### src/rtl/imem_loader_pkg.sv
// -----------------------------------------------------------------------------
// imem_loader_pkg
//   Shared constants for the instruction-memory loader: IMEM geometry,
//   loader FSM state encodings, frame constants and the length check.
// -----------------------------------------------------------------------------
package imem_loader_pkg;

  localparam int ADDR_W         = 6;   // IMEM word-address width
  localparam int DEPTH          = 64;  // IMEM depth in words = max payload length
  localparam int DATA_W         = 32;  // instruction word width
  localparam int BYTES_PER_WORD = 4;
  localparam int WCNT_W         = 7;   // wide enough to hold DEPTH itself

  // Canonical RISC-V no-op (addi x0,x0,0), used by software to pad images.
  localparam logic [DATA_W-1:0] NOP_WORD = 32'h00000013;

  localparam logic [7:0] MAX_LEN = 8'(DEPTH);

  // Loader FSM encodings.
  localparam logic [2:0] S_IDLE    = 3'd0;
  localparam logic [2:0] S_HDR     = 3'd1;
  localparam logic [2:0] S_PAYLOAD = 3'd2;
  localparam logic [2:0] S_CHK     = 3'd3;
  localparam logic [2:0] S_DONE    = 3'd4;
  localparam logic [2:0] S_ERR     = 3'd5;

  // A header byte is a usable word count only if 1 <= n <= DEPTH.
  function automatic logic len_ok(input logic [7:0] n);
    return (n != 8'd0) && (n <= MAX_LEN);
  endfunction

endpackage

### src/rtl/imem_word_assembler.sv
// -----------------------------------------------------------------------------
// imem_word_assembler
//   Packs a stream of bytes into little-endian 32-bit words. The k-th byte of
//   a word lands in bits [8k+7:8k]. The completed word is registered and
//   flagged with a one-cycle word_valid pulse on the cycle after its 4th byte.
// Ports
//   clk, rst    clock, synchronous active-high reset
//   clear       restart assembly at byte 0 (new frame)
//   byte_valid  byte_in is consumed this cycle
//   byte_in     stream byte
//   last_byte   combinational: the consumed byte completes a word
//   word_valid  one-cycle pulse, word holds a fresh completed word
//   word        last completed word
// -----------------------------------------------------------------------------
module imem_word_assembler
  import imem_loader_pkg::*;
(
  input  logic              clk,
  input  logic              rst,
  input  logic              clear,
  input  logic              byte_valid,
  input  logic [7:0]        byte_in,
  output logic              last_byte,
  output logic              word_valid,
  output logic [DATA_W-1:0] word
);

  logic [1:0]        cnt_q,   cnt_d;
  logic [23:0]       shift_q, shift_d;
  logic [DATA_W-1:0] word_q,  word_d;
  logic              word_valid_q, word_valid_d;

  assign last_byte = byte_valid && (cnt_q == 2'd3);

  always_comb begin
    // NOTE: every signal gets a default before any branch, so no path can
    // leave it unassigned and infer a latch.
    cnt_d        = cnt_q;
    shift_d      = shift_q;
    word_d       = word_q;
    word_valid_d = 1'b0;
    if (clear) begin
      cnt_d   = 2'd0;
      shift_d = 24'd0;
    end else if (byte_valid) begin
      // Shift right, newest byte on top: after three bytes the earliest one
      // sits in [7:0], so the 4th byte simply caps the word.
      cnt_d   = cnt_q + 2'd1;
      shift_d = {byte_in, shift_q[23:8]};
      if (cnt_q == 2'd3) begin
        word_d       = {byte_in, shift_q};
        word_valid_d = 1'b1;
      end
    end
  end

  // NOTE: state is updated with non-blocking assignments so every flop
  // samples the pre-edge value of the others, independent of statement order.
  always_ff @(posedge clk) begin
    if (rst) begin
      cnt_q        <= 2'd0;
      shift_q      <= 24'd0;
      word_q       <= '0;
      word_valid_q <= 1'b0;
    end else begin
      cnt_q        <= cnt_d;
      shift_q      <= shift_d;
      word_q       <= word_d;
      word_valid_q <= word_valid_d;
    end
  end

  assign word_valid = word_valid_q;
  assign word       = word_q;

endmodule

### src/rtl/imem_loader.sv
// -----------------------------------------------------------------------------
// imem_loader
//   Write side of the instruction memory. Receives a framed byte stream
//   [N][4*N payload bytes, LSB first][CHK = XOR of payload], writes N words to
//   IMEM addresses 0..N-1 and holds the core while loading.
// Ports
//   clk, rst      clock, synchronous active-high reset
//   start         1-cycle pulse, begins a frame (ignored while mid-frame)
//   in_data/in_valid/in_ready   byte stream handshake
//   mem_we/mem_addr/mem_wdata   IMEM write port, one pulse per word
//   cpu_hold      core held while loading or after an error
//   done          frame loaded and checksum matched
//   error         bad length or checksum mismatch
//   words_loaded  words written in the current/last frame
// -----------------------------------------------------------------------------
module imem_loader
  import imem_loader_pkg::*;
(
  input  logic              clk,
  input  logic              rst,
  input  logic              start,
  input  logic [7:0]        in_data,
  input  logic              in_valid,
  output logic              in_ready,
  output logic              mem_we,
  output logic [ADDR_W-1:0] mem_addr,
  output logic [DATA_W-1:0] mem_wdata,
  output logic              cpu_hold,
  output logic              done,
  output logic              error,
  output logic [6:0]        words_loaded
);

  logic [2:0]        state_q, state_d;
  logic [WCNT_W-1:0] len_q,   len_d;
  logic [WCNT_W-1:0] words_q, words_d;
  logic [ADDR_W-1:0] addr_q,  addr_d;
  logic [7:0]        xor_q,   xor_d;

  logic accept;
  logic asm_clear;
  logic asm_byte_valid;
  logic asm_last_byte;

  assign in_ready = (state_q == S_HDR) || (state_q == S_PAYLOAD) ||
                    (state_q == S_CHK);
  assign accept   = in_valid && in_ready;
  assign asm_byte_valid = accept && (state_q == S_PAYLOAD);

  always_comb begin
    state_d   = state_q;
    len_d     = len_q;
    words_d   = words_q;
    addr_d    = addr_q;
    xor_d     = xor_q;
    asm_clear = 1'b0;
    case (state_q)
      S_IDLE, S_DONE, S_ERR: begin
        if (start) begin
          state_d   = S_HDR;
          words_d   = '0;
          xor_d     = 8'd0;
          asm_clear = 1'b1;
        end
      end
      S_HDR: begin
        if (accept) begin
          if (len_ok(in_data)) begin
            len_d   = in_data[WCNT_W-1:0];
            state_d = S_PAYLOAD;
          end else begin
            state_d = S_ERR;
          end
        end
      end
      S_PAYLOAD: begin
        if (accept) begin
          xor_d = xor_q ^ in_data;
          if (asm_last_byte) begin
            // Address and count move on the same edge that raises mem_we, so
            // during the write mem_addr is word k and words_loaded is k+1.
            addr_d  = words_q[ADDR_W-1:0];
            words_d = words_q + 7'd1;
            if (words_d == len_q) state_d = S_CHK;
          end
        end
      end
      S_CHK: begin
        if (accept) state_d = (in_data == xor_q) ? S_DONE : S_ERR;
      end
      default: state_d = S_IDLE;
    endcase
  end

  always_ff @(posedge clk) begin
    if (rst) begin
      state_q <= S_IDLE;
      len_q   <= '0;
      words_q <= '0;
      addr_q  <= '0;
      xor_q   <= 8'd0;
    end else begin
      state_q <= state_d;
      len_q   <= len_d;
      words_q <= words_d;
      addr_q  <= addr_d;
      xor_q   <= xor_d;
    end
  end

  imem_word_assembler u_asm (
    .clk        (clk),
    .rst        (rst),
    .clear      (asm_clear),
    .byte_valid (asm_byte_valid),
    .byte_in    (in_data),
    .last_byte  (asm_last_byte),
    .word_valid (mem_we),
    .word       (mem_wdata)
  );

  assign mem_addr     = addr_q;
  assign words_loaded = words_q;
  assign done         = (state_q == S_DONE);
  assign error        = (state_q == S_ERR);
  // The core runs only when idle after reset or after a good load.
  assign cpu_hold     = (state_q != S_IDLE) && (state_q != S_DONE);

endmodule

### config.mk
export PLATFORM = sky130hd
export DESIGN_NAME = imem_loader
export DESIGN_NICKNAME = d
export VERILOG_FILES = /design/src/rtl/imem_loader_pkg.sv /design/src/rtl/imem_word_assembler.sv /design/src/rtl/imem_loader.sv
export SDC_FILE = /design/constraint.sdc
export NUM_CORES = 1
export LEC_CHECK = 0
export ABC_CLOCK_PERIOD_IN_PS = 3000
export CAP_MARGIN = 15
export CORE_MARGIN = 4
export CORE_UTILIZATION = 57
export CTS_CLUSTER_DIAMETER = 120
export DETAILED_ROUTE_END_ITERATION = 12
export PLACE_DENSITY = 0.85
export SYNTH_ARGS = -nofsm -noshare
export SYNTH_HDL_FRONTEND = slang
export SYNTH_SLANG_ARGS = --single-unit
### constraint.sdc
create_clock -name clk -period 3 [get_ports clk]
set_input_delay 0.45 -clock clk [delete_from_list [all_inputs] [get_ports clk]]
set_output_delay 0.45 -clock clk [all_outputs]
set_load 0.01 [all_outputs]
==> impl_results.md, run 1 <==
- # IOs: 62
- Initial Util: roughly three fifths
- Post-Synth Simple-Gate Area: 24.7%
- Fin area: around 4600 um^2
- PortBufs: 61
- Met1 Resource Use GR: 31.3%
- Bufs on Longest Clock Path: 2
- WL final: 8.32 mm
- Post-synthesis adder-cell area fraction: 0.681%
- FF-to-FF Start: words_loaded[0]
- CTS tree: done
- CTS sink cnt: 90
- Slew HR: 47.4%
- Crit start category: input port
- Sequential share of the synthesized area: 49.0%
- Worst Path Required: 3.22 ns
- Layout net count: approximately 530
- Largest net degree at the start of global routing: 45
- Core Region: 6100 um^2
- Layout cells sized above 1: 7.75%
- Final min period: 2.30 ns
- Main combinational cell family by area after synthesis: simple AND/OR/NAND/NOR gates
- Most frequent cells in the layout: nand2_1 (134), dfxtp_1 (90), a21oi_1 (79), clkdlybuf4s50_1 (60), nor2_1 (29)
- Compound-gate portion of the synthesized area: 15.4%
- Hold Crit Endpoint: u_asm.word[1]
- Max Cap Viol: 0
- Outcome: completed
- Final Max Tran Viols: 0
- Hold path startpoint: u_asm.shift_q[1]
- Slowest CP cell: clkdlybuf4s50_1
- FF+latch count, synth: 90
- Routed vias/inst: 5.56
- Max Clock Freq: 435 MHz
- CP cell instances: clkdlybuf4s50_1 -> or4_4 -> o31a_1 -> nor4_4 -> nand3_4 -> mux2i_1 -> nor2_1
- Slew @ Worst Pin: 0.787 ns
- Arrival time worst endpoint: 2.52 ns
- Syn_area_per_cell: 7.97 um^2
- Busiest grt layer: met2
- Met3 usage: 3.72%
- Reg2reg path depth: 6
- Share of flip-flops with an asynchronous set or reset: 0%
- Root Driver: clkbuf_8
- Setup repair after global routing missed its margin: false
- Hold Path Cell Cnt: 2
- Post-synthesis mux area share: 2.21%
- DP Wirelength: 5.71 mm
- PD cells: 584 nW/um^2
- RePlAce Congestion: 0.878
- Syn_nets: 475
- Hold_buf cts: 0
- Max FO, Critical Path: 7
- Fillers: 444
- Num rows: 28
- Placed cell area: 4320 um^2
- XOR/XNOR share of the synthesized area: between 4 and 5%
- Crit path largest cell delay: 0.52 ns
- Clock-pin slew on the worst setup and hold paths: ~0.08 ns
- Antenna violations before repair: 0
- # H-tree levels: 3
- Synthesized instance count: 461
- Ys flop type: dfxtp_1
- Mapped Area: 3670 um^2
- Layout area overhead: 24.0%
- Leakage power: 1.55 nW
- First-pass GRT wire length: 14.1 mm
- Global route overflow: 0
- YS warnings: 0
- Synth unique cells: 42
- Via count: 3,288
- Post-Layout Cell Count: 591
- Die area: around 7800 um^2
- Pre-Repair DR Iteration Count: 5
- Clock Skew: 0.00707 ns
- Antenna diode count: 0
- Crit-path leading delay family: simple AND/OR/NAND/NOR gates
- Maximum vdd drop: 420 uV
- Endpoints failing setup: 0
- DRC: 0
- Chip Width: 88.3 um
- DP Cell Count: approximately 580
- GRT Overall Usage: 22.7%
- Hold Fails Final Rpt: 0
- Reg2Reg Setup Slack: 0.72 ns
- HP Class: register to register
- Leading cell type in the layout, fill and taps excluded: nand2_1
- Final period utilization: between 70% and 80%
- CTS resizes: 0
- Wire per inst: 14.1 um
- Clock buffers created by TritonCTS: 9
- Place WS: 0.328 ns
- Final setup margin: 0.699 ns
- Multi-input gate area: 1740 um^2
- Setup TNS: 0 ns
- DRT iter0 DRCs: roughly 160
- Total area of sequential cells: 1800 um^2
- Postcts setup bufs: 0
- Met2 Use GR: 36.1%
- R2r endpoint: state_q[2]
- Vias in the first global route: 2,990
- Die Y: 88.3 um
- Crit path kind: input port to register
- Worst path bufs/invs: 1
- Number of flops mapped to enable cells by yosys: 0
- ANT nets after route: 0
- CP Capture Type: register
- Clock insertion delay at the later pin of the skew report: between 0.3 and 0.4 ns
## power by group
group | switching, mW | total, mW | leakage (nW) | internal [mW]
logic | 0.254 | 0.418 | 0.713 | 0.164
clock network | 0.404 | 0.957 | 0.114 | 0.553
registers | 0.0563 | 1.28 | 0.726 | 1.23
total | 0.715 | 2.66 | 1.55 | 1.95
## worst min-delay path: stages (launching register included)
cell,delay (ns)
dfxtp_1,0.32
nand2_1,0.05
a21oi_1,0.05
## area by class of cell
class | count | area share [%]
clock buffers | 11 | 2.88
clock inverters | 5 | 2.25
inverters | 3 | 0.247
multi-input cells | 337 | 38.2
flip-flops and latches | 90 | 39.5
well taps | 75 | 2.06
repair buffers | 70 | 14.8
## synth_stat cells, types with 3 or more instances
library cell,n,area [um^2]
a21oi_1,79,395
and2_1,3,18.8
clkbuf_1,30,113
dfxtp_1,90,1800
inv_1,3,11.3
mux2i_1,7,70.1
nand2_1,134,503
nand3_1,7,35.0
nor2_1,29,109
o21ai_0,15,75.1
or2_2,8,50.1
or3_1,4,25.0
xnor2_1,17,149
## through the flow
step	hold WS, ns	utilization (%)	total power [mW]
2_1_floorplan	0.432	-	1.58
3_3_place_gp	0.442	70.9	1.71
5_1_grt	0.472	74.8	2.78
4_1_cts	0.458	74.8	2.67
6_report	0.453	74.8	2.66
3_5_place_dp	0.446	70.9	1.72
## how the worst max path moves through the flow
| stage | startpoint | end | cells after the start |
|---|---|---|---|
| 2_1_floorplan | words_loaded[0] | state_q[2] | 6 |
| 4_1_cts | in_data[3] | len_q[6] | 7 |
| 6_report | in_data[3] | len_q[6] | 7 |
| 3_3_place_gp | in_data[0] | len_q[3] | 7 |
| 5_1_grt | words_loaded[0] | state_q[2] | 6 |
| 3_5_place_dp | in_data[0] | len_q[6] | 7 |
## per-layer routing
metal  vias to the layer above  part of all wire [%]
met4                         0                   1.7
met5                         -                     0
met3                        16                   5.7
li1                       1625                     -
met1                      1530                    47
met2                       117                    46
## flip-flops by register name, summed over array words and instances (netlist names)
register          count
xor_q                 8
u_asm.cnt_q           2
words_loaded          7
u_asm.word           32
len_q                 7
u_asm.shift_q        24
u_asm.word_valid      1
state_q               3
mem_addr              6
## cells by family after synthesis
family,Yosys count
muxes,8
buffers and inverters,34
adders and majority gates,2
AOI/OAI and AO/OA,104
and+or+nand+nor,204
xor gates and xnor gates,19
DFF,90
Power figures use the tool's default switching activity.
==> inputs of run 2 (changes only) <==
--- a/config.mk
+++ b/config.mk
@@ -5,13 +5,13 @@
 export SDC_FILE = /design/constraint.sdc
 export NUM_CORES = 1
 export LEC_CHECK = 0
-export ABC_CLOCK_PERIOD_IN_PS = 3000
+export ABC_CLOCK_PERIOD_IN_PS = 2000
 export CAP_MARGIN = 15
 export CORE_MARGIN = 4
-export CORE_UTILIZATION = 57
+export CORE_UTILIZATION = 47
 export CTS_CLUSTER_DIAMETER = 120
 export DETAILED_ROUTE_END_ITERATION = 12
-export PLACE_DENSITY = 0.85
+export PLACE_DENSITY = 0.75
 export SYNTH_ARGS = -nofsm -noshare
 export SYNTH_HDL_FRONTEND = slang
 export SYNTH_SLANG_ARGS = --single-unit
==> constraint.sdc (replaced) <==
create_clock -name clk -period 2 [get_ports clk]
set_input_delay 0.3 -clock clk [delete_from_list [all_inputs] [get_ports clk]]
set_output_delay 0.3 -clock clk [all_outputs]
set_load 0.01 [all_outputs]
==> run 2 against run 1 <==
  * Clock skew grew 0.0052 ns
  * Sequential power rose by 48%
  * Via count grew 2.4%
  * Design area is 5.8% higher
  * Sequential cell count unchanged
==> impl_results.md, run 2 (same netlist as run 1, synthesis figures left out) <==
- Outcome: completed
- CTS sink cnt: 90 (unchanged)
- Max Clock Freq: 527 MHz
- Wire per inst: 13.8 um (-1.9%)
- HP Class: input port to register
- Fin area: 4820 um^2 (+5.8%)
- Tot Pwr: 3.78 mW (+42%)
- Die area: 9290 um^2 (+19%)
- Leakage power: 1.72 nW (+11%)
- DP Cell Count: 632 (+9.9%)
- Worst Path Required: 2.25 ns (-0.97 ns)
- Clock buffers created by TritonCTS: 9 (unchanged)
- Placed cell area: 4600 um^2 (+6.5%)
- Max Cap Viol: 0 (unchanged)
- Final period utilization: 94.9%
- First-pass GRT wire length: 14.6 mm (+3.5%)
- Layout area overhead: 31.2%
- WL final: 8.94 mm (+7.6%)
- Endpoints failing setup: 0 (unchanged)
- Antenna diode count: 0 (unchanged)
- Hold Fails Final Rpt: 0 (unchanged)
- Post-Layout Cell Count: 648 (+9.6%)
- Layout net count: 558 (+6.3%)
- Core Region: 7410 um^2 (+22%)
- # H-tree levels: 3 (unchanged)
- Setup repair after global routing missed its margin: false
- PortBufs: 61 (unchanged)
- Clock Skew: 0.0123 ns (+0.00521 ns)
- Global route overflow: 0 (unchanged)
- Bufs on Longest Clock Path: 2 (unchanged)
- Largest net degree at the start of global routing: 29 (-36%)
- Layout cells sized above 1: 14.2% (+6.5 points)
- Routed vias/inst: 5.19 (-6.6%)
- CP Capture Type: register
- Chip Width: 96.4 um (+9.2%)
- Leading cell type in the layout, fill and taps excluded: nand2_1
- Flip-flop count of the largest register after layout: 32 (unchanged)
- Crit path kind: register to register
- PD cells: 783 nW/um^2 (+34%)
- Final Max Tran Viols: 0 (unchanged)
- DRC: 0 (unchanged)
- Fin util: 65.1% (-9.7 points)
- Fillers: 608 (+37%)
- Initial Util: 49.6% (-11 points)
- Vias in the first global route: 3,202 (+7.1%)
- Arrival time worst endpoint: 2.15 ns (-0.37 ns)
- Clock-pin slew on the worst setup and hold paths: 0.09 ns (about the same)
- Final min period: 1.90 ns
- Maximum vdd drop: 441 uV (+5.1%)
- Die Y: 96.4 um (+9.2%)
- Crit start category: register
- DP Wirelength: 6.34 mm (+11%)
- RePlAce Congestion: 0.850 (-3.2%)
- # IOs: 62 (unchanged)
- Root Driver: clkbuf_8
- Max FO, Critical Path: 4 (-3)
- Pre-Repair DR Iteration Count: 4 (-1)
- CTS tree: done
- GRT Overall Usage: 19.8% (-2.9 points)
- Via count: 3,366 (+2.4%)
- DRT iter0 DRCs: 176 (+13%)
- Slew HR: 70.8% (+23 points)
- Most frequent cells in the layout: nand2_1 (134), dfxtp_1 (89), a21oi_1 (79), clkdlybuf4s50_1 (56), buf_4 (42)
- Antenna violations before repair: 0 (unchanged)
- Clock insertion delay at the later pin of the skew report: 0.36 ns (about the same)
- Hold_buf cts: 0 (unchanged)
- Slew @ Worst Pin: 0.436 ns (-0.351 ns)
- ANT nets after route: 0 (unchanged)
- Num rows: 31 (+11%)
[run 2: what timing repair did]
action,in CTS,in global routing
setup endpoints to repair,5,10
gates resized for setup,0,8
pin swaps,1,3
buffers inserted,0,0
[run 2: power breakdown]
part	internal, mW	leakage, nW	switching (mW)	total, mW
Combinational	0.320	0.912	0.431	0.751
Sequential	1.84	0.726	0.0552	1.90
Clock	0.463	0.0795	0.664	1.13
[run 2: layout make-up]
class,instances,area (um^2),area share (%)
well taps,99,124,2.57
multi-input cells,337,1780,36.8
flip-flops and latches,90,1800,37.4
clock buffers,10,128,2.65
inverters,3,11.3,0.234
repair buffers,103,931,19.3
clock inverters,6,48.8,1.01
[run 2: worst max-delay path, stage by stage, from the launching register on]
cell and delay (ns):
dfxtp_1 0.34, ha_2 0.21, nand3_1 0.09, or3_1 0.37
a2111oi_4 0.40, nor2_1 0.11, mux2_2 0.28
[run 2: worst paths after layout]
check	to	slack (ns)	start	depth (start not counted)
worst max-delay path	state_q[2]	0.10	words_loaded[1]	6
worst max register to register	state_q[2]	0.10	words_loaded[1]	6
worst min-delay path	len_q[2]	0.37	in_data[2]	4
worst min register to register	u_asm.word[17]	0.46	u_asm.word[17]	2
[run 2: routing by layer]
metal	track usage, %	wire, um
met1	26.8	4270
met3	3.49	358
met5	0	0
met4	7.13	124
met2	31.9	4200
[run 2: stage by stage]
| step | setup WS (ns) | setup TNS (ns) | hold WS (ns) |
|---|---|---|---|
| floorplan | 0.0325 | 0 | 0.432 |
| global placement | -0.355 | -4.44 | 0.442 |
| detailed placement | -0.388 | -4.81 | 0.447 |
| CTS | -0.00321 | -0.00321 | 0.356 |
| global route | 0.0171 | 0 | 0.383 |
| finish | 0.103 | 0 | 0.372 |
